**src/rtl/mux_unstriping.sv**
```systemverilog
// Two-lane unstriper: per-lane skew FIFOs, read out strictly alternating
// starting at lane 0 so the original word order is restored.
module mux_unstriping #(
    parameter int unsigned WIDTH = 32,
    parameter int unsigned DEPTH = 4
) (
    input  logic             clk_2f,
    input  logic             reset,
    input  logic [WIDTH-1:0] data_in0,
    input  logic             valid_in0,
    input  logic [WIDTH-1:0] data_in1,
    input  logic             valid_in1,
    output logic [WIDTH-1:0] data_out,
    output logic             valid_out,
    output logic             overflow_err,
    output logic             lane_sel
);
    localparam int unsigned AW = (DEPTH > 1) ? $clog2(DEPTH) : 1;
    localparam int unsigned CW = AW + 1;

    logic [WIDTH-1:0] mem_q [2][DEPTH];
    logic [AW-1:0]    wr_ptr_q [2];
    logic [AW-1:0]    wr_ptr_d [2];
    logic [AW-1:0]    rd_ptr_q [2];
    logic [AW-1:0]    rd_ptr_d [2];
    logic [CW-1:0]    cnt_q    [2];
    logic [CW-1:0]    cnt_d    [2];
    logic [WIDTH-1:0] din      [2];
    logic [1:0]       vin;
    logic [1:0]       push;
    logic [1:0]       pop;
    logic [1:0]       drop;

    logic [WIDTH-1:0] data_out_q, data_out_d;
    logic             valid_out_q, valid_out_d;
    logic             ovf_q, ovf_d;
    logic             lane_sel_q, lane_sel_d;

    assign din[0] = data_in0;
    assign din[1] = data_in1;
    assign vin    = {valid_in1, valid_in0};

    always_comb begin
        pop         = '0;
        push        = '0;
        drop        = '0;
        data_out_d  = data_out_q;
        valid_out_d = 1'b0;
        lane_sel_d  = lane_sel_q;
        ovf_d       = ovf_q;
        for (int l = 0; l < 2; l++) begin
            wr_ptr_d[l] = wr_ptr_q[l];
            rd_ptr_d[l] = rd_ptr_q[l];
            // Pop decision uses the registered count, so a word pushed this
            // edge is never popped on the same edge.
            pop[l]  = (lane_sel_q == 1'(l)) && (cnt_q[l] != '0);
            push[l] = vin[l] && ((cnt_q[l] != CW'(DEPTH)) || pop[l]);
            drop[l] = vin[l] && (cnt_q[l] == CW'(DEPTH)) && !pop[l];
            if (push[l]) wr_ptr_d[l] = wr_ptr_q[l] + AW'(1);
            if (pop[l])  rd_ptr_d[l] = rd_ptr_q[l] + AW'(1);
            cnt_d[l] = cnt_q[l] + CW'(push[l]) - CW'(pop[l]);
        end
        if (|pop) begin
            data_out_d  = mem_q[lane_sel_q][rd_ptr_q[lane_sel_q]];
            valid_out_d = 1'b1;
            lane_sel_d  = ~lane_sel_q;
        end
        if (|drop) ovf_d = 1'b1;
    end

    always_ff @(posedge clk_2f) begin
        for (int l = 0; l < 2; l++) begin
            if (push[l]) mem_q[l][wr_ptr_q[l]] <= din[l];
        end
    end

    always_ff @(posedge clk_2f or posedge reset) begin
        if (reset) begin
            data_out_q  <= '0;
            valid_out_q <= 1'b0;
            ovf_q       <= 1'b0;
            lane_sel_q  <= 1'b0;
            for (int l = 0; l < 2; l++) begin
                wr_ptr_q[l] <= '0;
                rd_ptr_q[l] <= '0;
                cnt_q[l]    <= '0;
            end
        end else begin
            data_out_q  <= data_out_d;
            valid_out_q <= valid_out_d;
            ovf_q       <= ovf_d;
            lane_sel_q  <= lane_sel_d;
            for (int l = 0; l < 2; l++) begin
                wr_ptr_q[l] <= wr_ptr_d[l];
                rd_ptr_q[l] <= rd_ptr_d[l];
                cnt_q[l]    <= cnt_d[l];
            end
        end
    end

    assign data_out     = data_out_q;
    assign valid_out    = valid_out_q;
    assign overflow_err = ovf_q;
    assign lane_sel     = lane_sel_q;

endmodule

```
**config.mk**
```make
export PLATFORM = sky130hd
export DESIGN_NAME = mux_unstriping
export DESIGN_NICKNAME = d
export VERILOG_FILES = /design/src/rtl/mux_unstriping.sv
export SDC_FILE = /design/constraint.sdc
export NUM_CORES = 1
export LEC_CHECK = 0
export BUFFER_PORTS_ARGS = -buffer_cell sky130_fd_sc_hd__buf_2
export CORE_MARGIN = 2
export CORE_UTILIZATION = 30
export DETAILED_ROUTE_END_ITERATION = 8
export REMOVE_ABC_BUFFERS = 1
export SLEW_MARGIN = 15
export SYNTH_ARGS = -nofsm -noshare
export SYNTH_HDL_FRONTEND = slang
export SYNTH_SLANG_ARGS = --single-unit
```
**constraint.sdc**
```tcl
create_clock -name clk_2f -period 2 [get_ports clk_2f]
set_input_delay 0.2 -clock clk_2f [delete_from_list [all_inputs] [get_ports clk_2f]]
set_output_delay 0.2 -clock clk_2f [all_outputs]
set_load 0.02 [all_outputs]
```
==> impl_metrics.json <==
{
  "period_needed_ps": 1940,
  "dp_hpwl_mm": 16.8,
  "clk_latency_ps": 560,
  "ys_ff_latch": 305,
  "post-route-period-util_pct": 97.1,
  "postRouteAntennaNets": 0,
  "cp-end-kind": "register",
  "start_util_pct": 30.5,
  "fin_cells": 1349,
  "hold_viol_final": 0,
  "gp_congestion": 0.754,
  "wl_per_cell_um": 19.7,
  "r2r_cells": 5,
  "drive_gt1_share_pct": 30.5,
  "r2r-start": "lane_sel$_DFFE_PP0P_",
  "grt_pass1_vias": 6500,
  "grt_pass1_wl_mm": 40.0,
  "intPower_mw": 15.4,
  "die-area_mm2": 0.0400,
  "power_frac_clock_pct": 23.5,
  "slew_viol_final": 0,
  "grt_max_degree": 50,
  "drt_first_iter_violations": 490,
  "arrival_ps": 2370,
  "die_h_um": 200,
  "fp.dieW_um": 200,
  "synth_area_leaders": "edfxtp_1, dfrtp_1, mux4_2",
  "root_buffer": "clkbuf_16",
  "rows": 71,
  "setup_slack_ps": 58.0,
  "dp_slack_ps": -39.7,
  "netlist_instances": 592,
  "antenna_found_initial": 1,
  "rsz0062_at_grt": "yes",
  "finalWirelength_mm": 26.5,
  "area_delta_synth_final_pct": 28.3,
  "synth_top_family_by_area": "multiplexers",
  "max_cap_violations": 0,
  "cts_tree": "yes",
  "routed.top_layer": "met4",
  "combPwrFrac_pct": 36.2,
  "synthAdderAreaFrac_pct": 1.65,
  "endpoint": "data_out[30]$_DFFE_PP0P_",
  "synth_warnings": 0,
  "htree_levels": 1,
  "grt_overflow": 0,
  "p_sw_share_pct": 32.8,
  "start_kind": "register",
  "critPathMaxFanout": 5,
  "met3WireLength_mm": 1.58,
  "finalClockSkew_ps": 17.8,
  "worstSetupStartpoint": "lane_sel$_DFFE_PP0P_",
  "path_class": "register to register",
  "peakVddDrop_mv": 0.676,
  "synthArstFlopShare_pct": 16.1,
  "synth_compound_area_share_pct": 5.97,
  "syn_avg_cell_area_um2": 19.5,
  "seq_area_frac_synth_pct": 77.3,
  "power_density_mw_per_mm2": 1550,
  "path_clk_slew_ps": 60,
  "hp-class": "input pin to async pin",
  "p_seq_share_pct": 40.3,
  "wl_met2_mm": 12.8,
  "synth-xor-area-share_pct": 0.684,
  "status": "finished, final reports clean",
  "timing.fmax_mhz": 515,
  "yosysUniqueCellTypes": 37,
  "vias_per_cell": 4.65,
  "slew_headroom_pct": 62.2,
  "cts_buffer_depth": 3,
  "drt-met1-wl_mm": 11.6,
  "synth_simple_gate_area_share_pct": 2.12,
  "total_leakage_power_nw": 5.34,
  "numCtsBuffers": 31,
  "netlist_area_mm2": 0.0115,
  "synth_ff_type": "edfxtp_1",
  "cp_data_required_time_ps": 2420,
  "finalPower_mw": 22.9,
  "setup_viol_count_final": 0,
  "io_pins": 103,
  "synth.area.mux_share_pct": 10.4,
  "synth-edff-count": 256,
  "post-route-drc-count": 0,
  "rr_endpoint": "data_out[30]$_DFFE_PP0P_",
  "worstMarginPinSlew_ps": 568,
  "placedCellCount": 1221,
  "core_mm2": 0.0378,
  "dr.pass1.iters": 8,
  "synth_top_area_share_pct": 66.7,
  "num_vias": 6268,
  "cts_sinks": 305,
  "port_buffers": 102,
  "grt_usage_pct": 13.5,
  "p_switching_mw": 7.52,
  "final_nets": 896,
  "yosys.area.top_type": "edfxtp_1",
  "r2r_setup_slack_ps": 60
}
## registers in the layout, indices dropped and copies added, names as in the netlist
name / count
lane_sel: 1
cnt_q: 6
rd_ptr_q: 4
data_out: 32
mem_q: 256
valid_out: 1
overflow_err: 1
wr_ptr_q: 4
## worst min path at each step
stage / endpoint / start / cells past startpoint / slack, ps
after floorplan: mem_q[0][0]$_DFFE_PP_ / data_in0[0] / 0 / 300
after global placement: data_out[9]$_DFFE_PP0P_ / reset / 3 / 280
after detailed placement: data_out[28]$_DFFE_PP0P_ / reset / 3 / 290
after CTS: data_out[28]$_DFFE_PP0P_ / reset / 4 / 230
after global routing: data_out[9]$_DFFE_PP0P_ / reset / 4 / 250
final: data_out[9]$_DFFE_PP0P_ / reset / 4 / 230
## power groups by stage
stage / clock network (mW) / registers (mW) / logic [mW]
5_1_grt: 5.78 / 9.37 / 9.06
3_3_place_gp: 0 / 9.32 / 8.07
3_5_place_dp: 0 / 9.35 / 8.25
2_1_floorplan: 0 / 9.87 / 4.31
4_1_cts: 5.51 / 9.24 / 8.42
6_report: 5.37 / 9.23 / 8.29
## what timing repair did
action / in CTS / in global routing
pin swaps: 0 / 4
setup buffers: 2 / 2
cloned: 0 / 0
gates resized for setup: 2 / 16
hold buffers: 68 / 0
endpoints found under the hold margin: 307 / 0
endpoints found under the setup margin: 8 / 12
## logic make-up (layout without fill, tap and decap cells)
logic type | count (synthesis) | count (layout)
AO/OA/AOI/OAI | 90 | 90
multiplexers | 78 | 78
XOR/XNOR | 9 | 9
other | 0 | 1
adder cells (fa/ha/maj) | 14 | 14
buffers and inverters | 49 | 294
AND/OR/NAND/NOR | 47 | 47
flip-flops | 305 | 305
## cell usage after synthesis (3+ instances only)
cell,instances
xnor2_1,6
mux2i_1,43
nand2_1,7
edfxtp_1,256
o21ai_0,18
ha_1,12
o22ai_1,11
buf_2,13
a222oi_1,21
clkbuf_1,15
nand3_1,23
a221o_1,11
xor2_1,3
mux4_2,32
o21ai_1,5
dfrtp_1,49
o21a_1,21
inv_1,16
and3_1,4
and2_1,5
## metal layers
| layer | global-route usage [%] | up-vias |
|---|---|---|
| met2 | 22.1 | 166 |
| met3 | 2.54 | 40 |
| met4 | 4.20 | 0 |
| li1 | - | 2852 |
| met5 | 0 | - |
| met1 | 18.3 | 3210 |
## cells in the final DEF (no fill, tap or decap), drive strengths merged, types with 3 or more instances in the layout
cell         synthesis  routed
clkinv               0       8
dlygate4sd3          0      68
buf                 17     154
a222oi              21      21
mux2i               45      45
ha                  12      12
nand2                7       7
nand3               23      23
o21ai               23      23
xor2                 3       3
o22ai               11      11
and3                 4       4
clkbuf              16      44
and2                 5       5
mux4                32      32
dfrtp               49      49
o21a                21      21
edfxtp             256     256
inv                 16      17
a221o               11      11
xnor2                6       6
## worst max-delay path, cell delays in order, from the launching register on
cell and delay [ps]:
dfrtp_2 420, mux2i_4 350, buf_6 150, mux4_2 500, a222oi_1 280, o21ai_1 110
## through the flow
stage | cell area, um2 | utilization (%) | TNS [ps] | hold WS [ps]
after global placement | 13100 | 34.7 | 0 | 283
after floorplan | 11400 | - | -92330 | 299
after global routing | 14800 | 39.2 | -162 | 250
after detailed placement | 13100 | 34.7 | -129 | 286
after CTS | 14800 | 39.1 | 0 | 227
final | 14800 | 39.2 | 0 | 225
## cell type report
type	instances	area [um2]
antenna	1	2.50
clock buffer	44	845
clock inverter	12	95.1
fill	3473	23000
inverter	16	60.1
multi-input combinational	238	2460
sequential	305	8920
tap	511	639
timing repair buffer	222	1760
No activity file was read; power rests on OpenSTA's default activity.
